## src/rtl/shift_arbiter.sv

```systemverilog
// Two-requester round-robin front end sharing one 32-bit logical shifter.
// Each operation is grant -> shift -> hold result until the consumer takes it.
module shift32 (
    input  logic [31:0] d,
    input  logic [31:0] s,
    input  logic        lnr,
    output logic [31:0] y
);
    always_comb begin
        y = '0;
        // any amount with upper bits set is a full shift-out
        if (s[31:5] == 27'd0) begin
            y = lnr ? (d << s[4:0]) : (d >> s[4:0]);
        end
    end
endmodule

// state | meaning
// IDLE  | accepting requests; READY may be asserted for the granted requester
// SHIFT | operands captured; shifter output is loaded into the result register
// DONE  | result held on RES_* until RES_READY
module shift_arbiter #(
    parameter int CNT_WIDTH = 16
) (
    input  logic                 CLK,
    input  logic                 RST,
    input  logic                 REQ0_VALID,
    input  logic                 REQ1_VALID,
    output logic                 REQ0_READY,
    output logic                 REQ1_READY,
    input  logic [31:0]          REQ0_D,
    input  logic [31:0]          REQ1_D,
    input  logic [31:0]          REQ0_S,
    input  logic [31:0]          REQ1_S,
    input  logic                 REQ0_LNR,
    input  logic                 REQ1_LNR,
    output logic                 RES_VALID,
    input  logic                 RES_READY,
    output logic [31:0]          RES_Y,
    output logic                 RES_ID,
    output logic                 BUSY,
    output logic [CNT_WIDTH-1:0] OP_COUNT
);
    typedef enum logic [1:0] {
        S_IDLE  = 2'd0,
        S_SHIFT = 2'd1,
        S_DONE  = 2'd2
    } state_t;

    state_t                 state_q, state_d;
    logic [31:0]            op_d_q, op_d_d;
    logic [31:0]            op_s_q, op_s_d;
    logic                   op_lnr_q, op_lnr_d;
    logic                   op_id_q, op_id_d;
    logic                   last_id_q, last_id_d;
    logic                   res_valid_q, res_valid_d;
    logic [31:0]            res_y_q, res_y_d;
    logic                   res_id_q, res_id_d;
    logic [CNT_WIDTH-1:0]   cnt_q, cnt_d;
    logic [31:0]            shift_y;
    logic                   gnt0, gnt1;

    shift32 u_shift32 (
        .d   (op_d_q),
        .s   (op_s_q),
        .lnr (op_lnr_q),
        .y   (shift_y)
    );

    // a tie goes to whoever did not win last time
    assign gnt0 = REQ0_VALID && (!REQ1_VALID || last_id_q);
    assign gnt1 = REQ1_VALID && (!REQ0_VALID || !last_id_q);

    always_comb begin
        state_d     = state_q;
        op_d_d      = op_d_q;
        op_s_d      = op_s_q;
        op_lnr_d    = op_lnr_q;
        op_id_d     = op_id_q;
        last_id_d   = last_id_q;
        res_valid_d = res_valid_q;
        res_y_d     = res_y_q;
        res_id_d    = res_id_q;
        cnt_d       = cnt_q;
        REQ0_READY  = 1'b0;
        REQ1_READY  = 1'b0;
        case (state_q)
            S_IDLE: begin
                if (!RST && gnt0) begin
                    REQ0_READY = 1'b1;
                    op_d_d     = REQ0_D;
                    op_s_d     = REQ0_S;
                    op_lnr_d   = REQ0_LNR;
                    op_id_d    = 1'b0;
                    last_id_d  = 1'b0;
                    state_d    = S_SHIFT;
                end else if (!RST && gnt1) begin
                    REQ1_READY = 1'b1;
                    op_d_d     = REQ1_D;
                    op_s_d     = REQ1_S;
                    op_lnr_d   = REQ1_LNR;
                    op_id_d    = 1'b1;
                    last_id_d  = 1'b1;
                    state_d    = S_SHIFT;
                end
            end
            S_SHIFT: begin
                res_y_d     = shift_y;
                res_id_d    = op_id_q;
                res_valid_d = 1'b1;
                state_d     = S_DONE;
            end
            S_DONE: begin
                if (RES_READY) begin
                    res_valid_d = 1'b0;
                    cnt_d       = cnt_q + {{(CNT_WIDTH-1){1'b0}}, 1'b1};
                    state_d     = S_IDLE;
                end
            end
            default: state_d = S_IDLE;
        endcase
    end

    always_ff @(posedge CLK) begin
        if (RST) begin
            state_q     <= S_IDLE;
            op_d_q      <= '0;
            op_s_q      <= '0;
            op_lnr_q    <= 1'b0;
            op_id_q     <= 1'b0;
            last_id_q   <= 1'b1;
            res_valid_q <= 1'b0;
            res_y_q     <= '0;
            res_id_q    <= 1'b0;
            cnt_q       <= '0;
        end else begin
            state_q     <= state_d;
            op_d_q      <= op_d_d;
            op_s_q      <= op_s_d;
            op_lnr_q    <= op_lnr_d;
            op_id_q     <= op_id_d;
            last_id_q   <= last_id_d;
            res_valid_q <= res_valid_d;
            res_y_q     <= res_y_d;
            res_id_q    <= res_id_d;
            cnt_q       <= cnt_d;
        end
    end

    assign RES_VALID = res_valid_q;
    assign RES_Y     = res_y_q;
    assign RES_ID    = res_id_q;
    assign BUSY      = (state_q != S_IDLE);
    assign OP_COUNT  = cnt_q;
endmodule
```

## config.mk

```make
export PLATFORM = sky130hd
export DESIGN_NAME = shift_arbiter
export DESIGN_NICKNAME = d
export VERILOG_FILES = /design/src/rtl/shift_arbiter.sv
export SDC_FILE = /design/constraint.sdc
export NUM_CORES = 1
export LEC_CHECK = 0
export ABC_AREA = 1
export CAP_MARGIN = 20
export CORE_ASPECT_RATIO = 0.8
export CORE_MARGIN = 2
export CORE_UTILIZATION = 46
export CTS_CLUSTER_SIZE = 24
export DETAILED_ROUTE_END_ITERATION = 12
export PLACE_DENSITY = 0.78
export RECOVER_POWER = 100
export SYNTH_ARGS = -nofsm -noshare
export SYNTH_HDL_FRONTEND = slang
export SYNTH_SLANG_ARGS = --single-unit
```

## constraint.sdc

```tcl
create_clock -name CLK -period 1.5 [get_ports CLK]
set_input_delay 0.45 -clock CLK [delete_from_list [all_inputs] [get_ports CLK]]
set_output_delay 0.45 -clock CLK [all_outputs]
set_load 0.05 [all_outputs]
```

==> results of run 1 <==
-- cells in the mapped netlist, types with 4 or more instances --
library cell,instances,area [sq um]
a31oi_1,65,407
o21ai_0,53,265
buf_1,9,33.8
nand3_1,431,2160
o21ai_1,25,125
a21oi_1,49,245
nor4_1,6,37.5
clkbuf_1,57,214
nor2_1,30,113
nand2_1,321,1200
inv_1,26,97.6
buf_2,28,140
nand4_1,11,68.8
dfxtp_1,119,2380
inv_2,4,15.0
buf_6,5,56.3
-- stage by stage --
step / setup TNS, ns / std cells / setup WS (ns) / hold WS (ns)
3_5_place_dp: -58.84 / 1650 / -0.761 / 0.488
3_3_place_gp: -54.73 / 1650 / -0.659 / 0.480
4_1_cts: -11.80 / 1703 / -0.422 / 0.500
2_1_floorplan: -17.54 / 1263 / -0.284 / 0.452
-- cells by family after synthesis --
group | share of synthesized area, %
buffers and inverters | 7.59
adders and majority gates | 0.161
DFF | 30.7
and+or+nand+nor | 47.6
xor gates and xnor gates | 0.226
AOI/OAI and AO/OA | 13.7
-- repair_timing --
action	in CTS
setup endpoints to repair	117
resized for setup	411
cloned	9
endpoints found under the hold margin	0
buffers inserted	12
pin swaps	75
==> metrics.cfg, run 1 <==
[place]
io_buffer_count=187
dpl_cell_area_sq_um=10900
dp_hpwl_mm=21.3
place_congestion=1.01

[clock_network]
ctsHoldBuffers=0
cts_sinks=119
htreeDepth=4
cts-root-buf=clkbuf_16
cts_buffer_depth=2
numCtsBuffers=17

[sta]
worstEndpointGrtRepair=REQ1_READY
worstEpCategory=top-level output

[synth]
syn_inst=1263
syn_area_per_cell_sq_um=6.14
synth_edf_count=0
yosys_warnings=0
synth_cell_types=31
ys_seq_area_share_pct=30.7
synth_fp_nets=1399
syn_area_sq_um=7750
async_reset_ff_share_pct=0
ys_ff_latch=119
synth_top_flop_cell=dfxtp_1

[floorplanning]
initial_utilization_pct=47.0
ios=188
placementRows=42
chipHeight_microns=120
die_w_microns=149

[outcome]
status=aborted with a tool error
firstError=[ERROR DPL-0038] Utilization greater than 100%, impossible to legalize
stop_stage=global routing

[global_routing]
grt_max_degree=68

==> run 2, diff against run 1 <==
--- a/config.mk
+++ b/config.mk
@@ -7,12 +7,10 @@
 export LEC_CHECK = 0
 export ABC_AREA = 1
 export CAP_MARGIN = 20
-export CORE_ASPECT_RATIO = 0.8
 export CORE_MARGIN = 2
-export CORE_UTILIZATION = 46
-export CTS_CLUSTER_SIZE = 24
+export CORE_UTILIZATION = 40
 export DETAILED_ROUTE_END_ITERATION = 12
-export PLACE_DENSITY = 0.78
+export PLACE_DENSITY_LB_ADDON = 0.15
 export RECOVER_POWER = 100
 export SYNTH_ARGS = -nofsm -noshare
 export SYNTH_HDL_FRONTEND = slang
==> constraint.sdc (replaced) <==
create_clock -name CLK -period 1.95 [get_ports CLK]
set_input_delay 0.585 -clock CLK [delete_from_list [all_inputs] [get_ports CLK]]
set_output_delay 0.585 -clock CLK [all_outputs]
set_load 0.05 [all_outputs]
==> metrics.cfg, run 2 <==
[synth]
synth_top_area_share_pct=30.7  ; unchanged
yosysMostFrequentCell=nand3_1
syn_area_per_cell_sq_um=6.14  ; unchanged
syn_area_sq_um=7750  ; unchanged
ys_ff_latch=119  ; unchanged
synth_top_flop_cell=dfxtp_1
synth_fp_nets=1399  ; unchanged
synth_cell_types=31  ; unchanged
yosys_warnings=0  ; unchanged
async_reset_ff_share_pct=0  ; unchanged
synth.top_cells.by_count=nand3_1, nand2_1, dfxtp_1
synth_edf_count=0  ; unchanged
yosys-top-cells-area=dfxtp_1, nand3_1, nand2_1, a31oi_1, o21ai_0
ys_seq_area_share_pct=30.7  ; unchanged
synth.largest_area_cell=dfxtp_1
syn_inst=1263  ; unchanged

[critical_path]
critPathArrivalTime_ns=1.31
end_kind=output port
required_ns=1.36
r2r_cells=9
critical_path_class=reg2out
startpoint_type=flip-flop
path_max_fanout=3

[clock_network]
cts.clk_slew.worst_paths_ns=0.06
htreeDepth=4  ; unchanged
cts_buffer_depth=2  ; unchanged
cts_tree=built
cts-root-buf=clkbuf_16
clock_latency_ns=0.43
cts_sinks=119  ; unchanged
numCtsBuffers=17  ; unchanged

[route]
antenna_left=0
vias=9578
wl_per_cell_microns=16.2
drt_iter0_drc=838
viasPerCell=5.68
wl_mm=27.3
drcViolationCount=0
dr.pass1.iters=7

[place]
place_congestion=0.958  ; -5.2%
io_buffer_count=187  ; unchanged
dp_hpwl_mm=19.5  ; -8.5%

[power]
p_leak_uw=0.00427
ir_drop_v=0.000625
powerDensity_nw_per_um2=891
total_power_uw=9270

[global_routing]
gr-usage-all-layers_pct=27.1
grt_first_pass_wirelength_mm=44.3
grt-ovfl-total=0
grt_max_degree=77
grt_pass1_vias=8992
antenna_found_initial=0

[finish]
fill_cells=1875
final_nets=1548
layout.cells.most_common_list=nand3_1, nand2_1, clkdlybuf4s50_1, dfxtp_1, a31oi_1
drive_gt1_share_pct=11.2
multiInputGateArea_sq_um=4800
seqCellArea_sq_um=2390
finish.utilization_pct=55.3
final_common_cell=nand3_1
area_delta_synth_final_pct=34.3
antenna_cells=0

[sta]
hold_violations=0
skew_ns=0.0128
slew_viol_final=0
setup_viol=0
period_share_pct=97.2
tightest_slew_ns=0.689
grt_setup_unrepaired=yes
fin_crit_ns=1.90
relSlewSlack_pct=54.1
fmax_mhz=528
setup_tns_ns=0

[floorplanning]
die_w_microns=143  ; -4.0%
initial_utilization_pct=41.2  ; -5.8 points
placementRows=50  ; +19%
core_area_sq_um=18800
chipHeight_microns=143  ; +19%
ios=188  ; unchanged
dieArea_sq_um=20500

[flow_run]
maxCapViolations=0

[outcome]
status=complete, no violations

[hold_path]
hold_path_depth=2
hold_class=reg2reg

run 2: cell counts after synthesis:
No cell type changed its count.
run 2: stage by stage:
step	cells	setup WS [ns]	hold slack, ns	cell area [sq um]
2_1_floorplan	1263	0.00204	0.452	7760
3_3_place_gp	1647	-0.371	0.456	9830
3_5_place_dp	1647	-0.422	0.456	9830
4_1_cts	1687	-0.0251	0.465	10600
5_1_grt	1685	-0.0112	0.482	10400
6_report	1685	0.0549	0.464	10400
run 2: logic make-up (layout without fill, tap and decap cells):
family	Yosys count	after routing	synth area share, %
buffers and inverters	134	296	7.59
AO/OA/AOI/OAI	195	195	13.7
XOR/XNOR	2	2	0.226
flip-flops	119	119	30.7
AND/OR/NAND/NOR	812	812	47.6
adder cells (fa/ha/maj)	1	1	0.161
run 2: worst max-delay path: stages, from the launching register on:
cell	delay [ns]
dfxtp_4	0.37
nor2_4	0.04
nor3_4	0.13
inv_2	0.08
nor2_4	0.11
buf_12	0.15
run 2: worst paths after layout:
check / startpoint / endpoint / slack (ns)
hold reg to reg: RES_Y[5] / RES_Y[5] / 0.46
setup reg to reg: op_s_q[0] / RES_Y[27] / 0.14
hold / removal: RES_Y[5] / RES_Y[5] / 0.46
setup / recovery: last_id_q / REQ0_READY / 0.05
run 2: area by class of cell:
| type | instances | area share [%] |
|---|---|---|
| tap | 260 | 3.12 |
| timing repair buffer | 232 | 20.3 |
| multi-input combinational | 1010 | 46.1 |
| sequential | 119 | 23.0 |
| clock inverter | 13 | 1.87 |
| clock buffer | 19 | 4.35 |
| inverter | 32 | 1.23 |
run 2: what timing repair did:
item,CTS,global route
hold endpoints to repair,0,0
pin swaps,3,3
hold buffers,0,0
endpoints found under the setup margin,2,63
setup buffers,8,0
resized for setup,18,7
gates cloned,0,0
run 2: metal layers:
metal	part of all wire, %	vias to the layer above	track usage [%]
met1	40	4282	33.2
met3	8.3	102	5.87
met4	5.1	0	14.0
met5	0	-	0
met2	46	446	44.4
li1	-	4748	-
run 2: report_power, final:
part / total (uW) / switching, uW / leakage [uW] / internal (uW)
clock: 3420 / 1210 / 0.000306 / 2220
sequential: 2800 / 174 / 0.000973 / 2620
combinational: 3050 / 1910 / 0.00299 / 1140
No activity file was read; power rests on OpenSTA's default activity.
